==> config.mk <==
export PLATFORM = sky130hd
export DESIGN_NAME = fetch_unit
export DESIGN_NICKNAME = d
export VERILOG_FILES = /design/src/rtl/fetch_unit_pkg.sv /design/src/rtl/fetch_queue.sv /design/src/rtl/fetch_unit.sv
export SDC_FILE = /design/constraint.sdc
export NUM_CORES = 1
export LEC_CHECK = 0
export BUFFER_PORTS_ARGS = -buffer_cell sky130_fd_sc_hd__buf_2
export CORE_UTILIZATION = 48
export DETAILED_ROUTE_END_ITERATION = 8
export HOLD_SLACK_MARGIN = 0.06
export PLACE_DENSITY = 0.68
export SYNTH_ARGS = -nofsm -noshare
export SYNTH_HDL_FRONTEND = slang
export SYNTH_SLANG_ARGS = --single-unit
==> constraint.sdc <==
create_clock -name clk -period 2.61 [get_ports clk]
set_clock_uncertainty 0.15 [all_clocks]
set_input_delay 0.3915 -clock clk [delete_from_list [all_inputs] [get_ports clk]]
set_output_delay 0.3915 -clock clk [all_outputs]
set_load 0.02 [all_outputs]
==> src/rtl/fetch_unit_pkg.sv <==
// Shared defaults and helpers for the instruction-fetch front end.
//
// Holds the default instruction-address width, instruction width, prefetch
// queue depth and reset PC used by fetch_unit and its prefetch queue, plus a
// helper that sizes occupancy counters for a given queue depth.
package fetch_unit_pkg;

    localparam int DEF_PC_WIDTH    = 5;
    localparam int DEF_INSTR_WIDTH = 32;
    localparam int DEF_QUEUE_DEPTH = 4;
    localparam int DEF_RESET_PC    = 0;

    // A counter for a DEPTH-entry queue must reach DEPTH itself, hence the +1.
    function automatic int count_width(input int depth);
        return $clog2(depth) + 1;
    endfunction

endpackage

==> src/rtl/fetch_queue.sv <==
// Synchronous prefetch FIFO holding {instruction, pc} entries for decode.
//
// Ports:
//   clk        rising-edge clock
//   reset      synchronous active-high reset; empties the queue
//   push       write push_data at the tail
//   push_data  entry to write
//   pop        drop the head entry (ignored when empty)
//   flush      empty the queue; a push in the same cycle is discarded
//   head_data  head entry, read combinationally from storage
//   count      number of occupied entries
//
// DEPTH must be a power of two so the pointers wrap naturally.
module fetch_queue
    import fetch_unit_pkg::*;
#(
    parameter int WIDTH = DEF_INSTR_WIDTH + DEF_PC_WIDTH,
    parameter int DEPTH = DEF_QUEUE_DEPTH
) (
    input  logic                           clk,
    input  logic                           reset,
    input  logic                           push,
    input  logic [WIDTH-1:0]               push_data,
    input  logic                           pop,
    input  logic                           flush,
    output logic [WIDTH-1:0]               head_data,
    output logic [count_width(DEPTH)-1:0]  count
);

    localparam int AW = $clog2(DEPTH);
    localparam int CW = count_width(DEPTH);

    logic [WIDTH-1:0] mem [DEPTH];
    logic [AW-1:0]    wr_ptr;
    logic [AW-1:0]    rd_ptr;
    logic             push_eff;
    logic             pop_eff;

    assign push_eff  = push && !flush;
    assign pop_eff   = pop && (count != '0);
    assign head_data = mem[rd_ptr];

    // Storage carries no reset; occupancy alone decides what is valid.
    always_ff @(posedge clk) begin
        if (push_eff) begin
            mem[wr_ptr] <= push_data;
        end
    end

    always_ff @(posedge clk) begin
        if (reset || flush) begin
            wr_ptr <= '0;
            rd_ptr <= '0;
            count  <= '0;
        end else begin
            if (push_eff) begin
                wr_ptr <= wr_ptr + AW'(1);
            end
            if (pop_eff) begin
                rd_ptr <= rd_ptr + AW'(1);
            end
            case ({push_eff, pop_eff})
                2'b10:   count <= count + CW'(1);
                2'b01:   count <= count - CW'(1);
                default: count <= count;
            endcase
        end
    end

endmodule

==> src/rtl/fetch_unit.sv <==
// Instruction-fetch front end: owns the PC, issues word addresses to a
// synchronous instruction ROM and buffers the returned words for decode.
//
// Ports:
//   clk             rising-edge clock
//   reset           synchronous active-high reset
//   imem_addr       fetch address (current PC)
//   imem_req        address valid this cycle; imem_rdata returns next cycle
//   imem_rdata      ROM data, one cycle after imem_req
//   redirect_valid  taken jump (pulse)
//   redirect_pc     jump target
//   halt_req        halt decoded (pulse); wins over a simultaneous redirect
//   out_ready       decode accepts the head entry
//   out_valid       head entry valid
//   out_instr       head instruction (0 when empty)
//   out_pc          address of head instruction (0 when empty)
//   halted          sticky until reset; fetch stopped
//   queue_count     occupied prefetch-queue entries
module fetch_unit
    import fetch_unit_pkg::*;
#(
    parameter int PC_WIDTH    = DEF_PC_WIDTH,
    parameter int INSTR_WIDTH = DEF_INSTR_WIDTH,
    parameter int QUEUE_DEPTH = DEF_QUEUE_DEPTH,
    parameter int RESET_PC    = DEF_RESET_PC
) (
    input  logic                          clk,
    input  logic                          reset,
    output logic [PC_WIDTH-1:0]           imem_addr,
    output logic                          imem_req,
    input  logic [INSTR_WIDTH-1:0]        imem_rdata,
    input  logic                          redirect_valid,
    input  logic [PC_WIDTH-1:0]           redirect_pc,
    input  logic                          halt_req,
    input  logic                          out_ready,
    output logic                          out_valid,
    output logic [INSTR_WIDTH-1:0]        out_instr,
    output logic [PC_WIDTH-1:0]           out_pc,
    output logic                          halted,
    output logic [$clog2(QUEUE_DEPTH):0]  queue_count
);

    localparam int CW = count_width(QUEUE_DEPTH);
    localparam int EW = INSTR_WIDTH + PC_WIDTH;

    logic [PC_WIDTH-1:0] pc;
    logic                issue_p0;
    logic                redirect_take_p0;
    logic                kill_p0;
    logic [CW:0]         occupancy_p0;
    logic                inflight_p1;
    logic [PC_WIDTH-1:0] tag_p1;
    logic                pop;
    logic [EW-1:0]       head_data;

    // ---- stage p0: issue address to the ROM ----
    // The returning word is counted against free space so a full queue can
    // never be overrun by data already in flight.
    assign occupancy_p0     = {1'b0, queue_count} + (CW + 1)'(inflight_p1);
    assign issue_p0         = !halted && !reset && (occupancy_p0 < (CW + 1)'(QUEUE_DEPTH));
    assign redirect_take_p0 = redirect_valid && !halted && !halt_req;
    assign kill_p0          = halt_req || redirect_take_p0;

    assign imem_addr = pc;
    assign imem_req  = issue_p0;

    always_ff @(posedge clk) begin
        if (reset) begin
            pc          <= PC_WIDTH'(RESET_PC);
            inflight_p1 <= 1'b0;
            halted      <= 1'b0;
        end else if (halt_req) begin
            // PC is held; any request issued this cycle is killed.
            halted      <= 1'b1;
            inflight_p1 <= 1'b0;
        end else if (redirect_take_p0) begin
            // A request issued this cycle targets the old path: drop it.
            pc          <= redirect_pc;
            inflight_p1 <= 1'b0;
        end else begin
            inflight_p1 <= issue_p0;
            if (issue_p0) begin
                pc <= pc + PC_WIDTH'(1);
            end
        end
    end

    always_ff @(posedge clk) begin
        if (issue_p0) begin
            tag_p1 <= pc;
        end
    end

    // ---- stage p1: ROM data returns, push into the prefetch queue ----
    // A kill in this cycle flushes the queue, which also discards this push.
    assign pop = out_valid && out_ready;

    fetch_queue #(
        .WIDTH (EW),
        .DEPTH (QUEUE_DEPTH)
    ) u_queue (
        .clk       (clk),
        .reset     (reset),
        .push      (inflight_p1),
        .push_data ({imem_rdata, tag_p1}),
        .pop       (pop),
        .flush     (kill_p0),
        .head_data (head_data),
        .count     (queue_count)
    );

    assign out_valid = (queue_count != '0);
    assign out_instr = out_valid ? head_data[EW-1:PC_WIDTH] : '0;
    assign out_pc    = out_valid ? head_data[PC_WIDTH-1:0]  : '0;

endmodule

* Word-level counts from Yosys, hierarchy flattened *
Memories as Yosys holds them, arrays and structs flattened. A register that Yosys moved wholly into a read port is not among the register bits.
Index checks and enable logic that the tools add are counted.

cells by class
  add/subtract/negate cells = 6
  order comparisons = 1
  eq/ne operators = 2
  multiplexer cells = 9
  bitwise gates (word level) = 1
  reductions and logical operators = 18

operators with widths
  operator                                                     number
  two-way mux 32 bit                                           1
  two-way mux 5 bit                                            3
  logical AND 1 bit                                            7
  case mux 3 bit (2 select lines)                              1
  adder 5 x 1 -> 5 bit (second input constant)                 1
  adder 2 x 1 -> 2 bit (second input constant)                 2
  adder 3 x 1 -> 4 bit                                         1
  zero test 1 bit                                              4
  less-than comparator 4 x 3 -> 1 bit (second input constant)  1
  two-way mux 2 bit                                            2
  nonzero test 2 bit                                           2
  adder 3 x 1 -> 3 bit (second input constant)                 1
  nonzero test 3 bit                                           1
  OR reduction 3 bit                                           1
  subtractor 3 x 1 -> 3 bit (second input constant)            1
  equality test 2 x 1 -> 1 bit (second input constant)         1
  equality test 2 bit (second input constant)                  1
  logical OR 1 bit                                             2
  two-way mux 1 bit                                            2
  AND reduction 2 bit                                          1
  inverter 1 bit                                               1

storage, ports and cells
  register bits = 19
  memory bits (writable) = 148
  input bits = 42
  output and inout port bits = 48
  logic and storage cells = 45
  memories = 1

memories
  name         depth  width  rd ports  clocked after Yosys merged registers in  write ports  RTL line           RTL
  u_queue.mem  4      37     1         1                                        1            fetch_queue.sv:33  logic [WIDTH-1:0] mem [DEPTH];

* Logic depth before layout (Yosys ltp) *
Gate-level depths: netlist of run 1.

  depth after elaboration = 8
  mapped depth = 9
  depth with buffers taken out = 9

* By module *
Synthesis of run 1 repeated with hierarchy kept, for this count alone.

unflattened totals
  cells, all modules = 334
  area, all modules = 6,623.9 µm²

modules (own cells, without submodules)
  module       times used  cells an instance  area each (µm²)  seq. area each (µm²)
  fetch_queue  1           241                5,844.4          4,624.4
  fetch_unit   1           93                 779.5            290.3

* Least setup slack after synthesis of run 1 *
Ideal clock, no wire load.

  kind = reg2reg
  from = reg halted
  to = mem u_queue.mem[1][0] in the netlist's numbering (enable)
  setup time = 398 ps
  arrival = 2,014 ps
  required time = 2,062 ps
  setup slack = 48 ps
  stages on the path, launching flop included = 4
  path buffers = 0
  clock period less this slack = 2,562 ps
  cells stage by stage = dfxtp_1 -> and2b_2 -> nor3_1 -> and2_1

between the ends
  word-level cells in the longest chain between the ends = 8

ends and longest elaborated chain
  item                                     RTL line           RTL
  start: declaration                       fetch_unit.sv:39   output logic halted,
  start signal: assignment                 fetch_unit.sv:71   halted <= 1'b0;
  start signal: assignment                 fetch_unit.sv:74   halted <= 1'b1;
  zero test 1 bit                          fetch_unit.sv:61   assign redirect_take_p0 = redirect_valid && !halted && !halt_req;
  logical AND 1 bit (2 in a row)           fetch_unit.sv:61
  logical OR 1 bit                         fetch_unit.sv:62   assign kill_p0 = halt_req || redirect_take_p0;
  zero test 1 bit                          fetch_queue.sv:39  assign push_eff = push && !flush;
  logical AND 1 bit                        fetch_queue.sv:39
  two-way mux 1 bit                        fetch_queue.sv:45  if (push_eff) begin
  two-way mux 1 bit (implied by the code)  fetch_queue.sv:46  mem[wr_ptr] <= push_data;
  end: declaration                         fetch_queue.sv:33

No other way between the ends.

==> results of run 1 <==
==> cells in the final DEF, fill, tap and decap left out, types with 5 or more instances in the layout <==
cell / count
a311oi_1: 5
inv_1: 10
dlygate4sd3_1: 32
dfxtp_1: 14
buf_2: 89
buf_4: 11
ha_1: 6
clkbuf_16: 17
nor2b_1: 37
edfxtp_1: 153
bufinv_16: 5
nor2_1: 14
mux4_2: 37
==> report_power, final <==
group	leakage (nW)	total [mW]	internal, mW	switching (mW)
sequential	1.51	2.98	2.97	0.0150
combinational	1.06	0.157	0.0811	0.0764
clock	0.314	2.72	1.75	0.975
==> worst max-delay path, cell delays in order (launching register included) <==
cell and delay [ns]:
dfxtp_2 0.36, buf_6 0.28, mux4_2 0.54, nor2b_1 0.15, buf_2 0.18
==> per-stage QoR <==
| stage | area [sq um] | util |
|---|---|---|
| finish | 8260 | 0.621 |
| global route | 8260 | 0.621 |
| CTS | 8260 | 0.621 |
| detailed placement | 7280 | 0.548 |
| global placement | 7280 | 0.548 |
| floorplan | 6570 | - |
==> final timing paths <==
kind,slack (ns),endpoint,cells past startpoint,start
setup / recovery,0.12,out_instr[30],4,flop
hold / removal,0.11,halted$_SDFFE_PP0P_,3,halt_req
setup reg to reg,0.44,u_queue.count[2]$_SDFFE_PP0P_,9,halted$_SDFFE_PP0P_
hold reg to reg,0.34,tag_p1[4]$_DFFE_PP_,0,imem_addr[4]$_SDFFE_PP0P_
==> sequential cells by signal, indices dropped and copies added (netlist names), named ones only <==
signal,count
u_queue.mem,148
imem_addr,5
tag_p1,5
u_queue.count,3
u_queue.rd_ptr,2
u_queue.wr_ptr,2
halted,1
inflight_p1,1
==> routing by layer <==
metal  vias up  part of all wire  global-route usage
met5         -                 0                   0
met4         0             0.018              0.0878
met3        18             0.044              0.0460
met2        90              0.49               0.291
met1      1728              0.45               0.228
li1       1595                 -                   -
==> what timing repair did <==
item                                    CTS  global route
hold buffers                             32             0
resized for setup                         1             0
endpoints found under the hold margin   128             0
endpoints found under the setup margin    1             0
==> area by class of cell <==
| class | count | area share |
|---|---|---|
| Clock buffer | 20 | 0.0553 |
| Tap cell | 176 | 0.0267 |
| Sequential cell | 169 | 0.595 |
| Multi-Input combinational cell | 138 | 0.186 |
| Inverter | 10 | 0.00454 |
| Clock inverter | 12 | 0.0238 |
| Timing Repair Buffer | 135 | 0.109 |
==> logic make-up (layout without fill, tap and decap cells) <==
family / Yosys count / after routing / share of synthesized area
mux: 37 / 37 / 0.127
compound gates: 16 / 16 / 0.0181
simple gates: 73 / 73 / 0.0659
buf+inv: 27 / 177 / 0.0192
fa+ha+maj: 7 / 7 / 0.0145
flops: 169 / 169 / 0.749
xor+xnor: 5 / 5 / 0.00667
==> run metrics, run 1 <==
Distinct cells, synth=31; largest vdd supply drop=0.513 mV; DP Cell Count=596; Filler cells=981; post-DP HPWL=7.00 mm; fin crit share=0.952; startpoint types=flop; post-synthesis net count=383; CTS HTree Levels=4; DR vias=3431; TNS Setup=0 ns; clk_lat worst skew=0.43 ns; area of the multi-input gates=1530 sq um; largest net degree at the start of global routing=39; fin nets=520; share of layout cells above drive strength 1=0.378; clock root buffer=clkbuf_16; Avg Synthesized Cell Area=19.7 sq um; Layout area overhead=25.8%; ys flop type=edfxtp_1; cell with the most instances after synthesis=edfxtp_1; Post-Route WL=11.6 mm; CP Capture Type=output port; CP required=2.07 ns; non-filler cells, final=660; IO Count=90; Max Cap Viol=0; Max Slew Vio Count=0; Die ar.=14100 sq um; CP max FO=18; critical path class=flop to output port; Slew HR=0.681; Final min period=2.49 ns; Num CTS Buffers=17; Yosys top cell area share=0.700; Post-Syn Area=6570 sq um; GRT Util Overall=0.180; Starting Density=0.494; Residual DRC=0; worst min path class=primary input to flop; Detail Route Antenna Nets=0; flip-flop and latch count after synthesis=169; Rows=42; Final setup viols=0; FF+latch area=4920 sq um; Pleak=2.88 nW; Post-synth top cells=edfxtp_1 (153), mux4_2 (37), nor2b_1 (37); pre-CTS setup slack=0.401 ns; Die W=119 um; first-pass GRT wire length=18.4 mm; Post-synth ARST share=0; GP Congestion=0.748; Tot Pwr=5.86 mW; register clock-pin slew on the reported worst setup and hold paths=0.06 ns; initial antenna violation count=0; vias per inst=5.20; fmax=402 MHz; Yosys warning total=0; vias in the first global route=3517; n_diodes=0; number of synthesized flops with an enable pin=153; instance count of the mapped netlist=334; CP Data Arrival Time=1.94 ns; Hold Vio Cnt, Final=0; Post-CTS Setup Inserts=0; RSZ-0062 raised after global routing=no; DRT Pass-1 Iters=4; Iteration-0 DRC Markers=172; core area=13300 sq um; Wirelength per Cell=17.6 um; slew at the pin closest to its max-slew limit=0.479 ns; Seq/Total Area, Yosys=0.749; total gr overflow=0; TritonCTS clock tree=yes; Buffers on Ports=89; area leader, netlist=edfxtp_1; synth top area cells=edfxtp_1 (70%), mux4_2 (13%), dfxtp_1 (4.9%), nor2b_1 (3.5%), ha_1 (1.1%); Bufs on Longest Clock Path=2; die extent in y=119 um; Worst Slack Setup Final=0.124 ns; Hold WS=0.105 ns; outcome=complete, no violations; PwrDens=709 nW/um^2; clk sinks=169
(Power assumes the default switching activity.)
==> run 2, diff against run 1 <==
--- a/config.mk
+++ b/config.mk
@@ -8,6 +8,7 @@
 export BUFFER_PORTS_ARGS = -buffer_cell sky130_fd_sc_hd__buf_2
 export CORE_UTILIZATION = 48
 export DETAILED_ROUTE_END_ITERATION = 8
+export GPL_TIMING_DRIVEN = 0
 export HOLD_SLACK_MARGIN = 0.06
 export PLACE_DENSITY = 0.68
 export SYNTH_ARGS = -nofsm -noshare
==> run metrics, run 2 (same netlist as run 1, synthesis figures left out) <==
outcome=complete, no violations; Rows=42 (unchanged); max FFs per register=148 (unchanged); Residual DRC=0 (unchanged); fin crit share=0.962 (+0.00911); Die ar.=14100 sq um (unchanged); CP max FO=10 (-8); Hold WS=0.112 ns (+0.00731 ns); CP Data Arrival Time=1.97 ns (+0.03 ns); pre-CTS setup slack=-0.0995 ns (-0.501 ns); Starting Density=0.494 (unchanged); RSZ-0062 raised after global routing=no; Max Slew Vio Count=0 (unchanged); Num CTS Buffers=17 (unchanged); post-DP HPWL=7.16 mm (+2.3%); clk sinks=169 (unchanged); vias in the first global route=3647 (+3.7%); slew at the pin closest to its max-slew limit=0.460 ns (-0.0192 ns); initial antenna violation count=0 (unchanged); fin nets=526 (+1.2%); Final setup viols=0 (unchanged); Post-Route WL=11.5 mm (-1.4%); most common cell after layout, fill and taps aside=edfxtp_1; IO Count=90 (unchanged); Critical-path top delay cell=mux4_2; Reg with most FFs=u_queue.mem; worst min path class=primary input to flop; Iteration-0 DRC Markers=237 (+38%); Die W=119 um (unchanged); total gr overflow=0 (unchanged); CP Capture Type=output port; fmax=398 MHz (-0.95%); largest net degree at the start of global routing=33 (-15%); core area=13300 sq um (unchanged); n_diodes=0 (unchanged); critical path class=flop to output port; startpoint types=flop; Max stage delay on crit path=0.50 ns (-0.04 ns); first-pass GRT wire length=18.2 mm (-1.1%); Detail Route Antenna Nets=0 (unchanged); GP Congestion=0.744 (-0.52%); PwrDens=675 nW/um^2 (-4.9%); GRT Util Overall=0.176 (-0.00432); Layout area overhead=26.3%; Worst Slack Setup Final=0.100 ns (-0.0238 ns); Bufs on Longest Clock Path=2 (unchanged); vias per inst=5.17 (-0.55%); share of layout cells above drive strength 1=0.380 (+0.00149); DRT Pass-1 Iters=4 (unchanged); clk_lat worst skew=0.42 ns (about the same); register clock-pin slew on the reported worst setup and hold paths=0.06 ns (about the same); TritonCTS clock tree=yes; largest vdd supply drop=0.477 mV (-7.0%); DR vias=3443 (+0.35%); most frequent CP cell=buf_6; Slew HR=0.691 (+0.0105); Wirelength per Cell=17.2 um (-2.3%); CP required=2.07 ns (about the same); Buffers on Ports=88 (-1.1%); Hold Vio Cnt, Final=0 (unchanged); Final min period=2.51 ns (+0.0238 ns); Final Util=0.624 (+0.00226); most frequent cells in the layout=edfxtp_1 (153), buf_2 (89), mux4_2 (37), nor2b_1 (37), dlygate4sd3_1 (33); worst-path cell chain=buf_6, buf_6, mux4_2, nor2b_1, buf_2; clock root buffer=clkbuf_16; Max Cap Viol=0 (unchanged); die extent in y=119 um (unchanged); CTS HTree Levels=4 (unchanged); Pleak=2.89 nW (+0.44%)
run 2: cell types whose count changed in the layout (fill, tap and decap cells not counted), moves of 3 or more:
cell	before	now
buf_4	11	1
clkbuf_2	0	6
clkinv_2	2	7
clkbuf_1	1	5
buf_12	2	5
buf_6	1	4
run 2: final timing paths:
path                                   from                             to  slack [ns]  depth (start not counted)
hold reg to reg   imem_addr[4]$_SDFFE_PP0P_            tag_p1[4]$_DFFE_PP_        0.34                          0
setup / recovery                       flop                  out_instr[24]        0.10                          5
setup reg to reg        halted$_SDFFE_PP0P_  u_queue.count[2]$_SDFFE_PP0P_        0.36                          9
hold / removal                     halt_req            halted$_SDFFE_PP0P_        0.11                          3
run 2: what timing repair did:
action,in CTS,in global routing
endpoints found under the hold margin,134,0
setup buffers,0,0
cloned,0,0
setup endpoints to repair,31,25
resized for setup,19,6
hold buffers,33,0
run 2: per-stage QoR:
step	setup TNS [ns]	area, sq um	instances	power (mW)
final	0	8290	666	5.60
after floorplan	0	6570	334	3.09
after CTS	0	8270	666	5.63
after detailed placement	-0.971	7310	602	3.16
after global placement	-111.40	7230	598	3.15
after global routing	0	8290	666	5.75
run 2: area by class of cell:
cell class / count / area (sq um)
Buffer: 16 / 134
Fill cell: 984 / 5000
Multi-Input combinational cell: 138 / 1550
Inverter: 10 / 37.5
Timing Repair Buffer: 125 / 851
Tap cell: 176 / 220
Clock buffer: 22 / 454
Clock inverter: 10 / 125
Sequential cell: 169 / 4920
run 2: metal layers:
metal,vias up,part of all wire,global-route usage
li1,1607,-,-
met1,1748,0.42,0.208
met2,74,0.52,0.300
met3,14,0.041,0.0508
met4,0,0.016,0.0759
met5,-,0,0
run 2: critical path, delay by kind of cell (launching register included):
family | cells | cell delay, ns
buf+inv | 3 | 0.57
simple gates | 1 | 0.16
flops | 1 | 0.32
mux | 1 | 0.50
run 2: report_power, final:
group / switching [mW] / total [mW] / leakage, nW / internal, mW
Combinational: 0.0763 / 0.162 / 1.09 / 0.0860
Clock: 0.933 / 2.45 / 0.291 / 1.52
Sequential: 0.0158 / 2.99 / 1.51 / 2.97
==> run 3, diff against run 2 <==
--- a/config.mk
+++ b/config.mk
@@ -6,11 +6,13 @@
 export NUM_CORES = 1
 export LEC_CHECK = 0
 export BUFFER_PORTS_ARGS = -buffer_cell sky130_fd_sc_hd__buf_2
+export CELL_PAD_IN_SITES_DETAIL_PLACEMENT = 1
+export CELL_PAD_IN_SITES_GLOBAL_PLACEMENT = 1
 export CORE_UTILIZATION = 48
 export DETAILED_ROUTE_END_ITERATION = 8
 export GPL_TIMING_DRIVEN = 0
 export HOLD_SLACK_MARGIN = 0.06
-export PLACE_DENSITY = 0.68
+export PLACE_DENSITY_LB_ADDON = 0.1
 export SYNTH_ARGS = -nofsm -noshare
 export SYNTH_HDL_FRONTEND = slang
 export SYNTH_SLANG_ARGS = --single-unit
==> run metrics, run 3 (same netlist as run 1, synthesis figures left out) <==
Final Util=0.632 (+0.00809); Slew HR=0.642 (-0.0490); CP Data Arrival Time=1.97 ns (about the same); most frequent cells in the layout=edfxtp_1 (153), buf_2 (89), mux4_2 (37), nor2b_1 (37), dlygate4sd3_1 (33); CP required=2.07 ns (about the same); Layout area overhead=27.9%; slew at the pin closest to its max-slew limit=0.537 ns (+0.0769 ns); Max Cap Viol=0 (unchanged); TritonCTS clock tree=yes; DR vias=3494 (+1.5%); Reg with most FFs=u_queue.mem; TNS Setup=0 ns (unchanged); core area=13300 sq um (unchanged); fmax=399 MHz (+0.11%); Die W=119 um (unchanged); register clock-pin slew on the reported worst setup and hold paths=0.06 ns (about the same); Residual DRC=0 (unchanged); IO Count=90 (unchanged); Final min period=2.51 ns (-0.00273 ns); first-pass GRT wire length=20.2 mm (+11%); startpoint types=flop; n_diodes=0 (unchanged); CTS HTree Levels=4 (unchanged); CP max FO=10 (unchanged); clock root buffer=clkbuf_16; share of layout cells above drive strength 1=0.382 (+0.00204); Final setup viols=0 (unchanged); Detail Route Antenna Nets=0 (unchanged); Starting Density=0.494 (unchanged); Buffers on Ports=88 (unchanged); Wirelength per Cell=19.6 um (+14%); outcome=complete, no violations; Tot Pwr=5.97 mW (+6.7%); vias per inst=5.25 (+1.5%); Hold Vio Cnt, Final=0 (unchanged); Rows=42 (unchanged); Post-CTS Setup Inserts=0 (unchanged); die extent in y=119 um (unchanged); clk_lat worst skew=0.42 ns (about the same); Die ar.=14100 sq um (unchanged); fin nets=526 (unchanged); Iteration-0 DRC Markers=251 (+5.9%); fin crit share=0.961 (-0.00105); Worst Slack Setup Final=0.103 ns (+0.00274 ns); vias in the first global route=3801 (+4.2%); critical path class=flop to output port; total gr overflow=0 (unchanged); largest net degree at the start of global routing=29 (-12%); clk sinks=169 (unchanged); largest vdd supply drop=0.482 mV (+1.0%); Pleak=2.94 nW (+1.5%); GRT Util Overall=0.200 (+0.0238); most common cell after layout, fill and taps aside=edfxtp_1; RSZ-0062 raised after global routing=no; Hold WS=0.104 ns (-0.00822 ns); Post-Route WL=13.1 mm (+14%); pre-CTS setup slack=-0.126 ns (-0.0261 ns); GP Congestion=0.710 (-4.5%); initial antenna violation count=0 (unchanged); Max Slew Vio Count=0 (unchanged); Num CTS Buffers=17 (unchanged); worst min path class=primary input to flop; CP Capture Type=output port; Bufs on Longest Clock Path=2 (unchanged); Filler cells=1180 (+20%); post-DP HPWL=8.08 mm (+13%); DRT Pass-1 Iters=4 (unchanged); max FFs per register=148 (unchanged); PwrDens=711 nW/um^2 (+5.3%)
## run 3: cell types whose count changed in the layout (fill, tap and decap cells not counted), sizes merged
cell and change:
clkbuf +3, bufinv +2, clkinv -5
## run 3: metal layers
| layer | wire length, um | vias up | GRT usage |
|---|---|---|---|
| met3 | 553 | 14 | 0.0642 |
| li1 | - | 1609 | - |
| met4 | 184 | 0 | 0.0744 |
| met5 | 0 | - | 0 |
| met2 | 6890 | 81 | 0.337 |
| met1 | 5430 | 1790 | 0.240 |
## run 3: worst paths after layout
| check | from | to | slack (ns) | depth (start not counted) |
|---|---|---|---|---|
| worst max-delay path | flop | out_instr[25] | 0.10 | 5 |
| worst min-delay path | redirect_pc[0] | imem_addr[0]$_SDFFE_PP0P_ | 0.10 | 3 |
| worst max register to register | halted$_SDFFE_PP0P_ | u_queue.count[2]$_SDFFE_PP0P_ | 0.33 | 9 |
| worst min register to register | tag_p1[0]$_DFFE_PP_ | u_queue.mem[3][0]$_DFFE_PP_ | 0.35 | 0 |
## run 3: area by class of cell
class / instances / area, sq um / area share
buffer: 16 / 136 / 0.0162
clock buffer: 25 / 515 / 0.0614
clock inverter: 7 / 159 / 0.0189
inverter: 10 / 37.5 / 0.00447
multi-input combinational: 138 / 1560 / 0.185
sequential: 169 / 4920 / 0.585
tap: 176 / 220 / 0.0262
timing repair buffer: 125 / 858 / 0.102
## run 3: worst max-delay path, cell delays in order, from the launching register on
cell	delay, ns
dfxtp_1	0.32
buf_6	0.20
buf_12	0.17
mux4_2	0.51
nor2b_1	0.17
buf_2	0.17
## run 3: timing repair
action,4_1_cts,5_1_grt
hold endpoints to repair,134,0
pin swaps,0,0
hold buffers,33,0
gates resized for setup,19,7
setup endpoints to repair,31,30
## run 3: metrics by stage
step | instance area (sq um) | cells
global route | 8400 | 666
floorplan | 6570 | 334
finish | 8400 | 666
global placement | 7230 | 598
CTS | 8370 | 666
detailed placement | 7320 | 602
## run 3: power breakdown
| group | internal (mW) | switching, mW | total [mW] | leakage, nW |
|---|---|---|---|---|
| logic | 0.0866 | 0.0795 | 0.166 | 1.09 |
| registers | 2.97 | 0.0166 | 2.99 | 1.51 |
| clock network | 1.85 | 0.969 | 2.82 | 0.331 |
| total | 4.90 | 1.07 | 5.97 | 2.94 |
